`src/rtl/uat_tx.sv`:
```
// uat_tx: universal asynchronous transmitter, the transmit end of the uar serial link.
// Frame: idle high, one start bit (0), DATA_BITS data bits LSB first, STOP_BITS stop bits (1),
// each bit held CLKS_PER_BIT clocks. All outputs come straight from flops.
// Optional feature macro: UAT_TX_HOLD_BUF_EN adds a one-entry holding register so a byte
// can be accepted while a frame is on the line and sent back-to-back with no idle gap.
// Parameter ranges: CLKS_PER_BIT 2..256, DATA_BITS 5..8, STOP_BITS 1..2.
module uat_tx #(
    parameter int unsigned CLKS_PER_BIT = 8,
    parameter int unsigned DATA_BITS    = 8,
    parameter int unsigned STOP_BITS    = 1
) (
    input  logic                 clk,
    input  logic                 gl_reset,
    input  logic [DATA_BITS-1:0] dIn,
    input  logic                 load,
    output logic                 ready,
    output logic                 dOut,
    output logic                 busy,
    output logic                 done
);

    localparam int unsigned TICK_W = 8;
    localparam int unsigned BIT_W  = 4;

    localparam logic [TICK_W-1:0] TICK_LAST = TICK_W'(CLKS_PER_BIT - 1);
    localparam logic [TICK_W-1:0] TICK_PRE  = TICK_W'(CLKS_PER_BIT - 2);
    localparam logic [BIT_W-1:0]  DATA_LAST = BIT_W'(DATA_BITS - 1);
    localparam logic [BIT_W-1:0]  STOP_LAST = BIT_W'(STOP_BITS - 1);

    typedef enum logic [1:0] {
        IDLE  = 2'd0,
        START = 2'd1,
        DATA  = 2'd2,
        STOP  = 2'd3
    } state_t;

    state_t               state;
    logic [TICK_W-1:0]    tick_cnt;
    logic [BIT_W-1:0]     bit_cnt;
    logic [DATA_BITS-1:0] shift;
    logic                 accept;
    logic                 stop_end;

`ifdef UAT_TX_HOLD_BUF_EN
    logic [DATA_BITS-1:0] hold;
    logic                 hold_full;
`endif

    // A byte is taken whenever the registered ready meets a load request.
    assign accept   = load & ready;

    // Last clock of the final stop bit: the frame ends on this edge.
    assign stop_end = (state == STOP) && (tick_cnt == TICK_LAST) && (bit_cnt == STOP_LAST);

    // Frame sequencer: state, counters, shifter and all registered outputs.
    always_ff @(posedge clk or posedge gl_reset) begin
        if (gl_reset) begin
            state    <= IDLE;
            tick_cnt <= '0;
            bit_cnt  <= '0;
            shift    <= '0;
            dOut     <= 1'b1;
            busy     <= 1'b0;
            done     <= 1'b0;
            ready    <= 1'b1;
`ifdef UAT_TX_HOLD_BUF_EN
            hold      <= '0;
            hold_full <= 1'b0;
`endif
        end else begin
            done <= 1'b0;
            case (state)
                IDLE: begin
                    if (accept) begin
                        shift    <= dIn;
                        state    <= START;
                        dOut     <= 1'b0;
                        busy     <= 1'b1;
                        tick_cnt <= '0;
                        bit_cnt  <= '0;
`ifndef UAT_TX_HOLD_BUF_EN
                        ready    <= 1'b0;
`endif
                    end
                end

                START: begin
                    if (tick_cnt == TICK_LAST) begin
                        tick_cnt <= '0;
                        state    <= DATA;
                        dOut     <= shift[0];
                    end else begin
                        tick_cnt <= tick_cnt + TICK_W'(1);
                    end
                end

                DATA: begin
                    if (tick_cnt == TICK_LAST) begin
                        tick_cnt <= '0;
                        if (bit_cnt == DATA_LAST) begin
                            bit_cnt <= '0;
                            state   <= STOP;
                            dOut    <= 1'b1;
                        end else begin
                            bit_cnt <= bit_cnt + BIT_W'(1);
                            shift   <= shift >> 1;
                            dOut    <= shift[1];
                        end
                    end else begin
                        tick_cnt <= tick_cnt + TICK_W'(1);
                    end
                end

                STOP: begin
                    if (tick_cnt == TICK_LAST) begin
                        tick_cnt <= '0;
                        if (bit_cnt == STOP_LAST) begin
                            bit_cnt <= '0;
`ifdef UAT_TX_HOLD_BUF_EN
                            // Pending byte goes straight into a new start bit.
                            if (hold_full) begin
                                shift <= hold;
                                state <= START;
                                dOut  <= 1'b0;
                            end else if (accept) begin
                                shift <= dIn;
                                state <= START;
                                dOut  <= 1'b0;
                            end else begin
                                state <= IDLE;
                                busy  <= 1'b0;
                            end
`else
                            state <= IDLE;
                            busy  <= 1'b0;
                            ready <= 1'b1;
`endif
                        end else begin
                            bit_cnt <= bit_cnt + BIT_W'(1);
                        end
                    end else begin
                        tick_cnt <= tick_cnt + TICK_W'(1);
                        if ((tick_cnt == TICK_PRE) && (bit_cnt == STOP_LAST)) begin
                            done <= 1'b1;
                        end
                    end
                end

                default: begin
                    state <= IDLE;
                    dOut  <= 1'b1;
                    busy  <= 1'b0;
                end
            endcase

`ifdef UAT_TX_HOLD_BUF_EN
            // Holding register: filled by an accept during a frame, drained at frame end.
            if (accept && (state != IDLE) && !stop_end) begin
                hold      <= dIn;
                hold_full <= 1'b1;
                ready     <= 1'b0;
            end else if (stop_end && hold_full) begin
                hold_full <= 1'b0;
                ready     <= 1'b1;
            end
`endif
        end
    end

endmodule

```
`config.mk`:
```
export PLATFORM = sky130hd
export DESIGN_NAME = uat_tx
export DESIGN_NICKNAME = d
export VERILOG_FILES = /design/src/rtl/uat_tx.sv
export SDC_FILE = /design/constraint.sdc
export NUM_CORES = 1
export LEC_CHECK = 0
export ABC_AREA = 1
export BUFFER_PORTS_ARGS = -buffer_cell sky130_fd_sc_hd__buf_2
export CAP_MARGIN = 20
export CORE_AREA = 10 10 91 93
export CTS_BUF_LIST = sky130_fd_sc_hd__clkbuf_8 sky130_fd_sc_hd__clkbuf_16
export DETAILED_ROUTE_END_ITERATION = 16
export DIE_AREA = 0 0 101 103
export SLEW_MARGIN = 20
export SYNTH_ARGS = -nofsm -noshare
export SYNTH_HDL_FRONTEND = slang
export SYNTH_SLANG_ARGS = --single-unit
export TNS_END_PERCENT = 10
```
`constraint.sdc`:
```
create_clock -name clk -period 1.5 [get_ports clk]
set_clock_uncertainty 0.2 [all_clocks]
set_input_delay 0.15 -clock clk [delete_from_list [all_inputs] [get_ports clk]]
set_output_delay 0.15 -clock clk [all_outputs]
set_load 0.005 [all_outputs]
```
Word-level counts from Yosys, hierarchy flattened
Index checks and enable logic that the tools add are counted.

Input port bits: 11. Register bits: 26.

Equality and inequality tests: 13. Add/sub/neg operators: 2. Mux-type cells: 35. Reduce and logical (&&, ||, !) cells: 13. Bitwise operators: 1.

Operator list (number): $mux W8 (5); $pmux W8 S2 (2); $mux W4 (5); $eq A8 B3 Y1 const B (2); $reduce_and A4 Y1 (4); $mux W1 (12); $mux W2 (6); $pmux W4 S3 (1); $ne A2 B2 Y1 const B (5); $add A8 B1 Y8 const B (1); $pmux W2 S4 (1); $reduce_and A6 Y1 (1); $reduce_bool A3 Y1 (2); $add A4 B1 Y4 const B (1); $eq A2 B2 Y1 const B (2); $eq A4 B3 Y1 const B (1); $logic_not A4 Y1 (1); $ne A2 B1 Y1 const B (2); $pmux W1 S2 (2); $reduce_bool A2 Y1 (2); $pmux W1 S3 (1); $reduce_or A3 Y1 (1); $eq A2 B1 Y1 const B (1); $logic_not A2 Y1 (1); 2 further kinds (2).

Logic depth before layout (Yosys ltp)
Gate-level depths: netlist of run 1.

Word-level depth: 5. Depth in mapped cells: 9. Depth with buffers taken out: 9.

Least setup slack after synthesis of run 1
Ideal clock, no wire load.

Path kind: reg-to-reg. Start point: reg state[0]. End point: reg shift[7]. Stages on the path, launching flop included: 8. Path buffers: 0. Clock period less this slack: 1.693 ns. Setup slack: -0.193 ns. Setup time: 0.117 ns. Data arrival time: 1.376 ns. Cell sequence: dfrtp_1 inv_1 ha_1 inv_1 o21ai_2 nand2_4 nand2_1 nand2_1.

Longest elaborated chain between the ends: 3.

RTL lines: start: declaration (RTL line 37) `state_t state;`; start signal: assignment (RTL line 58) `state <= IDLE;`; start signal: assignment (RTL line 76) `state <= START;`; start signal: assignment (RTL line 90) `state <= DATA;`; $eq A2 B2 Y1 or $logic_not A2 Y1 (tied branches) (RTL line 72) `case (state)`; $ne A2 B2 Y1 (no line) or $reduce_bool A2 Y1 (tied branches); $reduce_and A4 Y1 (no line); end signal: assignment (RTL line 75) `shift <= dIn;`; end signal: assignment (RTL line 106) `shift <= shift >> 1;`; end: declaration (RTL line 40) `logic [DATA_BITS-1:0] shift;`.

Several ways; a longest one is shown, not always the timed one. A chain may end at the register's enable or synchronous reset.

Worst setup path in the final report of run 1
Start point: reg tick_cnt[1]. End point: reg bit_cnt[2].

Longest elaborated chain between the ends: 3.

RTL lines: start: declaration (RTL line 38) `logic [TICK_W-1:0] tick_cnt;`; start signal: assignment (RTL line 93) `tick_cnt <= tick_cnt + TICK_W'(1);`; start signal: assignment (RTL line 110) `tick_cnt <= tick_cnt + TICK_W'(1);`; start signal: assignment (RTL line 142) `tick_cnt <= tick_cnt + TICK_W'(1);`; $eq A8 B3 Y1 * (RTL line 98, 115); $ne A2 B1 Y1 (no line) or $ne A2 B2 Y1 (tied branches); $reduce_and A4 Y1 (no line) *; end signal: assignment (RTL line 105) `bit_cnt <= bit_cnt + BIT_W'(1);`; end signal: assignment (RTL line 139) `bit_cnt <= bit_cnt + BIT_W'(1);`; end: declaration (RTL line 39) `logic [BIT_W-1:0] bit_cnt;`.

Mark *: on every way between the ends. The rest lies on a longest branch, timed or not.

==> results.py, run 1 <==
metrics = {
    "placement": {
        "io_buffers": 14,
        "place_congestion": 0.818,
        "post_dp_cell_area_um2": 2080,
        "dp_hpwl_um": 2920,
        "place_inst": 345,
    },
    "global_routing": {
        "antenna_found_initial": 0,
        "grt-ovfl-total": 0,
        "track_usage_pct": 7.77,
        "grt_max_degree": 27,
        "grt_pass1_vias": 1575,
        "grt_pass1_wl_um": 6780,
    },
    "hold_path": {
        "holdCritPathClass": "in -> reg",
        "min_delay_worst_endpoint": "shift[7]$_DFFE_PP0P_",
        "hold_depth": 4,
        "hp-start": "dIn[7]",
    },
    "die": {
        "row_count": 30,
        "io_pins": 15,
        "core-area_um2": 6570,
        "dieWidth_um": 101,
        "die_area_um2": 10400,
        "die_height_um": 103,
        "start_util_pct": 24.3,
    },
    "synth": {
        "ys_ff_latch": 26,
        "ys_warn_count": 0,
        "netlist_area_um2": 1600,
        "syn_inst": 216,
        "syn_nets": 236,
        "synth.distinct_cells": 25,
        "avgSynthCellArea_um2": 7.40,
        "synth-seq-area-share_pct": 40.9,
    },
    "timing": {
        "hold_viol_final": 0,
        "grt_setup_unrepaired": "yes",
        "whs_ns": 0.00210,
        "min_period_over_period_pct": 111,
        "drv_slew": 0,
        "tightest_slew_ns": 0.343,
        "fmax_mhz": 600,
        "layout_min_cycle_time_ns": 1.67,
        "tns_ns": -1.76,
        "finalSetupViolCount": 17,
        "layout_setup_ws_ns": -0.167,
        "slew_headroom_pct": 77.2,
    },
    "routing": {
        "drt-initial-drc-count": 37,
        "drc": 0,
        "drt-total-wl_um": 3730,
        "vias": 1498,
        "firstDrtPassIters": 4,
        "postRouteAntennaNets": 0,
        "wl_per_cell_um": 10.5,
        "post_drt_via_cell_ratio": 4.21,
    },
    "power_and_ir_drop": {
        "p_clk_share_pct": 38.1,
        "power_switching_share_pct": 20.5,
        "fin_total_pwr_uw": 1200,
        "power_density_nw_per_um2": 537,
        "leakagePower_uw": 0.00121,
        "p_sw_uw": 246,
        "power_frac_comb_pct": 3.5,
        "seq_power_share_pct": 58.4,
        "p_int_uw": 954,
        "ir_drop_mv": 0.357,
    },
    "cells_and_area": {
        "area.growth.synth_to_final_pct": 39.9,
        "final_cells": 356,
        "final_common_cell": "nand2_1",
        "layout_common_cells": "nand2_1 (85), buf_4 (38), nand3_1 (23), dfrtp_1 (23), inv_1 (18)",
        "layout.nets": 297,
        "antennaDiodeCount": 0,
        "layout-drive-gt1-share_pct": 33.0,
        "final_cell_area_um2": 2230,
    },
    "worst_setup_path": {
        "crit_chain": "ha_2 -> nand3_2 -> nor2_4 -> nor2_4 -> nor2_4 -> nand2_1 -> nand2_1 -> nand2_1",
        "r2r_start": "tick_cnt[1]$_DFFE_PP0N_",
        "crit_slowest_cell": "dfrtp_1",
        "path_delay_family": "simple AND/OR/NAND/NOR gates",
        "cpPeakStageDelay_ns": 0.37,
        "path_class": "reg -> reg",
        "cp_max_fo": 4,
        "cp.arrival_ns": 1.63,
        "ff2ff_setup_slack_ns": -0.17,
        "start_kind": "flip-flop",
        "required_ns": 1.46,
        "r2r_cells": 8,
        "cp-end-kind": "flip-flop",
        "rr_endpoint": "bit_cnt[2]$_DFFE_PP0P_",
        "worst-path-buf-inv": 0,
    },
    "cts": {
        "numCtsBuffers": 3,
        "h-tree-depth": 1,
        "cts_tree": "built",
        "path_clk_slew_ns": 0.09,
        "cts_sinks": 26,
        "clockRootBuffer": "clkbuf_8",
        "clockBufferDepth": 2,
        "clkLatencyLatePin_ns": 0.27,
    },
    "outcome": {
        "status": "complete, but fails checks",
        "violations": "setup timing",
    },
    "job": {
        "max-cap-violations": 0,
    },
}
## through the flow
step                      setup WS [ns]  util, %
final                            -0.167     34.0
after global routing             -0.277     34.0
after CTS                        -0.125     33.6
after detailed placement         -0.175     31.7
after global placement           -0.175     31.7
after floorplan                 -0.0651        -
## cell usage after synthesis
master / instances / area, um2
o21ai_0: 9 / 45.0
o22ai_1: 2 / 12.5
and3_1: 1 / 6.26
nand2_2: 2 / 12.5
buf_2: 1 / 5.00
ha_1: 9 / 113
buf_6: 1 / 11.3
nand2_4: 1 / 11.3
nand3b_1: 1 / 7.51
o21ai_2: 1 / 8.76
xor2_1: 3 / 26.3
clkbuf_1: 1 / 3.75
nand2_1: 87 / 327
nand3_2: 1 / 10.0
nor2_2: 1 / 6.26
inv_1: 22 / 82.6
dfrtp_1: 24 / 601
nor2_1: 15 / 56.3
nand3_1: 24 / 120
nor2_4: 4 / 45.0
nand4_1: 1 / 6.26
dfstp_2: 2 / 52.6
nor3_1: 1 / 5.00
nor2_8: 1 / 20.0
inv_2: 1 / 3.75
## worst register-to-register path: cells and delay by family, from the launching register on
kind	cells	cell delay (ns)
adder cells (fa/ha/maj)	1	0.19
AND/OR/NAND/NOR	7	0.80
flip-flops	1	0.37
## how the worst max path moves through the flow
stage,from,endpoint,slack [ns],depth (start not counted)
final,tick_cnt[1]$_DFFE_PP0N_,bit_cnt[2]$_DFFE_PP0P_,-0.17,8
after global routing,tick_cnt[1]$_DFFE_PP0N_,busy$_DFFE_PP0P_,-0.28,9
after CTS,tick_cnt[6]$_DFFE_PP0N_,bit_cnt[2]$_DFFE_PP0P_,-0.13,8
after detailed placement,tick_cnt[0]$_DFFE_PP0N_,bit_cnt[2]$_DFFE_PP0P_,-0.17,8
after global placement,tick_cnt[0]$_DFFE_PP0N_,state[0]$_DFFE_PP0P_,-0.17,9
after floorplan,tick_cnt[1]$_DFFE_PP0N_,state[1]$_DFFE_PP0P_,-0.07,9
## what timing repair did
action                                  CTS  global route
setup buffers                             4             1
endpoints found under the setup margin   20            25
endpoints found under the hold margin    25             0
resized for setup                         9             6
hold buffers                              2             0
pin swaps                                 7             4
## cells by family after synthesis
kind of cell	after synthesis	share of synthesized area [%]
AOI/OAI and AO/OA	12	4.15
xor gates and xnor gates	3	1.64
adders and majority gates	9	7.05
buffers and inverters	26	6.66
DFF	26	40.9
and+or+nand+nor	140	39.6
## layer usage
layer / global-route usage [%] / routed length [um] / vias up
met3: 1.94 / 151 / 4
met4: 2.25 / 33 / 0
met5: 0 / 0 / -
met2: 13.3 / 1730 / 17
met1: 9.39 / 1810 / 682
li1: - / - / 795
## state kept, by name (all words and copies together), names as in the netlist
name      flops
bit_cnt       4
busy          1
tick_cnt      8
dOut          1
shift         8
ready         1
state         2
done          1
## power by group through the flow
| stage | clock [uW] | sequential [uW] | combinational (uW) |
|---|---|---|---|
| floorplan | 0 | 714 | 18.7 |
| global placement | 0 | 714 | 39.8 |
| detailed placement | 0 | 714 | 39.6 |
| CTS | 475 | 701 | 43.6 |
| global route | 518 | 701 | 49.6 |
| finish | 458 | 701 | 41.4 |
## cell type report
class	instances	area, um2
clock buffers	4	55.1
flip-flops and latches	26	654
repair buffers	59	440
inverters	23	86.3
well taps	80	100
multi-input cells	164	898
fillers	695	4330
(Power assumes the default switching activity.)
==> run 2: changes to the inputs <==
--- a/config.mk
+++ b/config.mk
@@ -8,10 +8,11 @@
 export ABC_AREA = 1
 export BUFFER_PORTS_ARGS = -buffer_cell sky130_fd_sc_hd__buf_2
 export CAP_MARGIN = 20
-export CORE_AREA = 10 10 91 93
+export CORE_AREA = 10 10 125 70
 export CTS_BUF_LIST = sky130_fd_sc_hd__clkbuf_8 sky130_fd_sc_hd__clkbuf_16
 export DETAILED_ROUTE_END_ITERATION = 16
-export DIE_AREA = 0 0 101 103
+export DIE_AREA = 0 0 135 80
+export PLACE_DENSITY = 0.42
 export SLEW_MARGIN = 20
 export SYNTH_ARGS = -nofsm -noshare
 export SYNTH_HDL_FRONTEND = slang
==> results.py, run 2 (synthesis results as in run 1) <==
metrics = {
    "global_routing": {
        "grt_max_degree": 27,
        "antenna_found_initial": 0,
        "grt-ovfl-total": 0,
        "track_usage_pct": 8.31,
        "grt_pass1_wl_um": 7380,
        "grt_pass1_vias": 1598,
    },
    "worst_setup_path": {
        "r2r_start": "tick_cnt[0]$_DFFE_PP0N_",
        "rr_endpoint": "bit_cnt[3]$_DFFE_PP0P_",
        "path_delay_family": "simple AND/OR/NAND/NOR gates",
        "crit_cells": 8,
        "worstSetupEndpoint": "bit_cnt[3]$_DFFE_PP0P_",
        "cp-end-kind": "flip-flop",
        "crit_chain": "ha_2 -> nand3_2 -> nor2_4 -> nor2_4 -> nor2_4 -> nand2_2 -> nand2_1 -> nand2_1",
        "cp.arrival_ns": 1.64,
        "startpoint": "tick_cnt[0]$_DFFE_PP0N_",
        "cp_max_fo": 7,
        "worst-path-buf-inv": 0,
        "start_kind": "flip-flop",
        "crit_slowest_cell": "dfrtp_1",
        "cpPeakStageDelay_ns": 0.37,
        "required_ns": 1.47,
        "crit_path_frequent_cell": "nor2_4",
        "ff2ff_setup_slack_ns": -0.17,
        "path_class": "reg -> reg",
        "r2r_cells": 8,
    },
    "cells_and_area": {
        "final_cells": 367,
        "layout.nets": 296,
        "layout_common_cells": "nand2_1 (84), buf_4 (36), dfrtp_1 (23)",
        "multi_input_area_um2": 913,
        "antennaDiodeCount": 0,
        "area.growth.synth_to_final_pct": 44.7,
        "layout-drive-gt1-share_pct": 32.7,
        "final_common_cell": "nand2_1",
        "seq_area_um2": 654,
        "largestRegisters": "shift: 8 flops, tick_cnt: 8 flops, bit_cnt: 4 flops",
        "nFillCells": 690,
    },
    "placement": {
        "place_inst": 356,
        "dp_hpwl_um": 3170,
        "io_buffers": 14,
        "place_congestion": 0.790,
    },
    "die": {
        "die_area_um2": 10800,
        "row_count": 21,
        "core-area_um2": 6540,
        "io_pins": 15,
        "dieWidth_um": 135,
        "start_util_pct": 24.4,
        "die_height_um": 80,
    },
    "routing": {
        "vias": 1504,
        "postRouteAntennaNets": 0,
        "drt-total-wl_um": 4080,
        "post_drt_via_cell_ratio": 4.10,
        "firstDrtPassIters": 4,
        "drt-initial-drc-count": 37,
        "wl_per_cell_um": 11.1,
        "drc": 0,
    },
    "cts": {
        "cts_sinks": 26,
        "clkLatencyLatePin_ns": 0.27,
        "numCtsBuffers": 3,
        "clockBufferDepth": 2,
        "cts_tree": "built",
        "clockRootBuffer": "clkbuf_16",
        "path_clk_slew_ns": 0.07,
        "h-tree-depth": 1,
    },
    "job": {
        "max-cap-violations": 0,
    },
    "power_and_ir_drop": {
        "power_density_nw_per_um2": 668,
        "leakagePower_uw": 0.00123,
        "ir_drop_mv": 0.396,
        "fin_total_pwr_uw": 1540,
    },
    "timing": {
        "fmax_mhz": 598,
        "slew_headroom_pct": 76.0,
        "min_period_over_period_pct": 111,
        "drv_slew": 0,
        "tightest_slew_ns": 0.360,
        "grt_setup_unrepaired": "yes",
        "layout_min_cycle_time_ns": 1.67,
        "hold_viol_final": 0,
        "layout_setup_ws_ns": -0.171,
        "finalSetupViolCount": 21,
    },
    "hold_path": {
        "holdCritPathClass": "in -> reg",
    },
    "outcome": {
        "status": "complete, but fails checks",
        "violations": "setup timing",
    },
}
run 2: through the flow:
step	utilization (%)	hold WS (ns)	setup TNS, ns	area (um2)	setup slack, ns
2_1_floorplan	-	-0.0115	-0.493	1640	-0.0651
3_3_place_gp	32.0	0.0457	-2.09	2090	-0.162
3_5_place_dp	32.0	0.0463	-3.13	2090	-0.224
4_1_cts	35.0	0.00571	-2.87	2290	-0.186
5_1_grt	35.3	0.0381	-5.25	2310	-0.289
6_report	35.3	0.00502	-2.75	2310	-0.171
run 2: power breakdown:
part / internal, uW / switching [uW]
Combinational: 20.3 / 23.4
Sequential: 701 / 0
Clock: 532 / 267
Total: 1250 / 290
run 2: how the worst min path moves through the flow:
stage,startpoint,cells after the start,end
floorplan,gl_reset,1,bit_cnt[0]$_DFFE_PP0P_
global placement,gl_reset,3,done$_DFF_PP0_
detailed placement,gl_reset,3,tick_cnt[7]$_DFFE_PP0N_
CTS,dIn[2],5,shift[2]$_DFFE_PP0P_
global route,dIn[3],5,shift[3]$_DFFE_PP0P_
finish,dIn[2],5,shift[2]$_DFFE_PP0P_
run 2: layout make-up:
type | instances | area share (%)
clock inverters | 1 | 1.30
inverters | 23 | 3.84
flip-flops and latches | 26 | 28.3
well taps | 92 | 4.98
clock buffers | 3 | 3.25
multi-input cells | 164 | 39.5
repair buffers | 58 | 18.8
run 2: worst reg2reg max path, stage by stage, from the launching register on:
cell and delay [ns]:
dfrtp_1 0.37, ha_2 0.20, nand3_2 0.08, nor2_4 0.21, nor2_4 0.06, nor2_4 0.23
nand2_2 0.12, nand2_1 0.07, nand2_1 0.04
run 2: what timing repair did:
item                       4_1_cts  5_1_grt
gates resized for setup         12        5
setup endpoints to repair       21       26
buffers inserted                 3        1
pin swaps                       10        7
hold buffers                     3        0
hold endpoints to repair        26        0
run 2: layer usage:
layer	routed length, um	GRT usage [%]	vias up
met2	1930	14.9	13
met5	0	0	-
met3	128	2.14	5
met1	1960	9.35	691
met4	65	3.21	0
li1	-	-	795
==> run 3: changes to the inputs <==
==> constraint.sdc (replaced) <==
create_clock -name clk -period 1.5 [get_ports clk]
set_clock_uncertainty 0.2 [all_clocks]
set_input_delay 0.45 -clock clk [delete_from_list [all_inputs] [get_ports clk]]
set_output_delay 0.45 -clock clk [all_outputs]
set_load 0.005 [all_outputs]
==> results.py, run 3 (synthesis results as in run 1) <==
metrics = {
    "worst_setup_path": {
        "ff2ff_setup_slack_ns": -0.17,
        "crit_slowest_cell": "dfrtp_1",
        "worst-path-buf-inv": 1,
        "cpPeakStageDelay_ns": 0.36,
        "required_ns": 1.51,
        "crit_chain": "ha_2 -> nand3_2 -> nor2_4 -> nor2_4 -> nor2_8 -> buf_4 -> nand3_1 -> nand2_1",
        "rr_endpoint": "shift[1]$_DFFE_PP0P_",
        "crit_cells": 8,
        "startpoint": "tick_cnt[0]$_DFFE_PP0N_",
        "start_kind": "flip-flop",
        "r2r_cells": 8,
        "path_delay_family": "simple AND/OR/NAND/NOR gates",
        "r2r_start": "tick_cnt[0]$_DFFE_PP0N_",
        "cp_max_fo": 5,
        "path_class": "reg -> reg",
        "crit_path_frequent_cell": "nor2_4",
        "cp-end-kind": "flip-flop",
        "cp.arrival_ns": 1.67,
        "worstSetupEndpoint": "shift[1]$_DFFE_PP0P_",
    },
    "power_and_ir_drop": {
        "leakagePower_uw": 0.00125,
        "power_density_nw_per_um2": 606,
        "ir_drop_mv": 0.326,
    },
    "job": {
        "max-cap-violations": 0,
    },
    "routing": {
        "vias": 1504,
        "wl_per_cell_um": 11.0,
        "firstDrtPassIters": 4,
        "drc": 0,
        "postRouteAntennaNets": 0,
        "drt-total-wl_um": 4040,
        "post_drt_via_cell_ratio": 4.11,
        "drt-initial-drc-count": 47,
    },
    "die": {
        "start_util_pct": 24.4,
        "io_pins": 15,
        "row_count": 21,
        "core-area_um2": 6540,
        "die_area_um2": 10800,
        "dieWidth_um": 135,
        "die_height_um": 80,
    },
    "timing": {
        "layout_min_cycle_time_ns": 1.67,
        "grt_setup_unrepaired": "yes",
        "min_period_over_period_pct": 111,
        "fmax_mhz": 601,
        "tightest_slew_ns": 0.281,
        "drv_slew": 0,
        "tns_ns": -2.62,
        "hold_viol_final": 0,
        "slew_headroom_pct": 81.2,
        "layout_setup_ws_ns": -0.165,
        "finalSetupViolCount": 23,
    },
    "cells_and_area": {
        "final_cells": 366,
        "layout.nets": 295,
        "layout-drive-gt1-share_pct": 33.6,
        "largestRegisters": "shift: 8 flops, tick_cnt: 8 flops, bit_cnt: 4 flops",
        "nFillCells": 711,
        "final_common_cell": "nand2_1",
        "layout_common_cells": "nand2_1 (81), buf_4 (37), nand3_1 (22), dfrtp_1 (22), inv_1 (20)",
        "area.growth.synth_to_final_pct": 46.8,
        "final_cell_area_um2": 2350,
        "fin_util_pct": 35.9,
        "antennaDiodeCount": 0,
    },
    "global_routing": {
        "track_usage_pct": 7.75,
        "grt_pass1_vias": 1458,
        "grt_max_degree": 27,
        "grt_pass1_wl_um": 6800,
        "antenna_found_initial": 0,
        "grt-ovfl-total": 0,
    },
    "placement": {
        "place_inst": 356,
        "io_buffers": 14,
        "place_congestion": 0.797,
        "dp_hpwl_um": 3080,
        "post_dp_cell_area_um2": 2120,
        "pre_cts_ws_ns": -0.213,
    },
    "cts": {
        "numCtsBuffers": 3,
        "path_clk_slew_ns": 0.07,
        "cts_hold_buf": 0,
        "h-tree-depth": 1,
        "cts_tree": "built",
        "clockRootBuffer": "clkbuf_16",
        "clockBufferDepth": 2,
        "cts_sinks": 26,
        "clkLatencyLatePin_ns": 0.27,
    },
    "outcome": {
        "status": "complete, but fails checks",
        "violations": "setup timing",
    },
    "hold_path": {
        "holdCritPathClass": "in -> async",
    },
}
run 3: metrics by stage:
step | power, uW | hold WS [ns]
6_report | 1420 | 0.00752
5_1_grt | 1480 | 0.0339
4_1_cts | 1440 | 0.0157
3_5_place_dp | 759 | 0.258
3_3_place_gp | 759 | 0.259
2_1_floorplan | 733 | 0.242
run 3: final cells by class:
cell class	instances	area, um2	area share, %
clock buffers	4	88.8	3.79
repair buffers	57	463	19.7
flip-flops and latches	26	656	27.9
well taps	92	115	4.91
inverters	23	91.3	3.89
multi-input cells	164	932	39.7
run 3: worst register-to-register path, cell delays in order (launching register included):
cell     delay, ns
dfrtp_1       0.36
ha_2          0.19
nand3_2       0.08
nor2_4        0.21
nor2_4        0.10
nor2_8        0.20
buf_4         0.15
nand3_1       0.05
nand2_1       0.07
run 3: how the worst min path moves through the flow:
stage | depth (start not counted) | slack [ns] | endpoint
floorplan | 2 | 0.24 | shift[3]$_DFFE_PP0P_
global placement | 2 | 0.26 | shift[6]$_DFFE_PP0P_
CTS | 3 | 0.02 | done$_DFF_PP0_
detailed placement | 2 | 0.26 | shift[2]$_DFFE_PP0P_
global route | 3 | 0.03 | bit_cnt[2]$_DFFE_PP0P_
finish | 3 | 0.008 | tick_cnt[5]$_DFFE_PP0N_
run 3: timing repair:
action,CTS,global route
pin swaps,7,7
gates resized for setup,7,15
cloned,0,0
setup buffers,3,3
endpoints found under the setup margin,23,26
run 3: power by group:
group          internal [uW]  switching [uW]  leakage (uW)
sequential               701               0      0.000311
combinational           18.9            23.9      0.000892
clock                    410             269     0.0000442
run 3: per-layer routing:
layer / vias up / wire [um] / track usage, %
li1: 799 / - / -
met1: 687 / 2020 / 9.48
met5: - / 0 / 0
met4: 0 / 43 / 2.56
met2: 16 / 1880 / 13.3
met3: 2 / 87 / 1.70
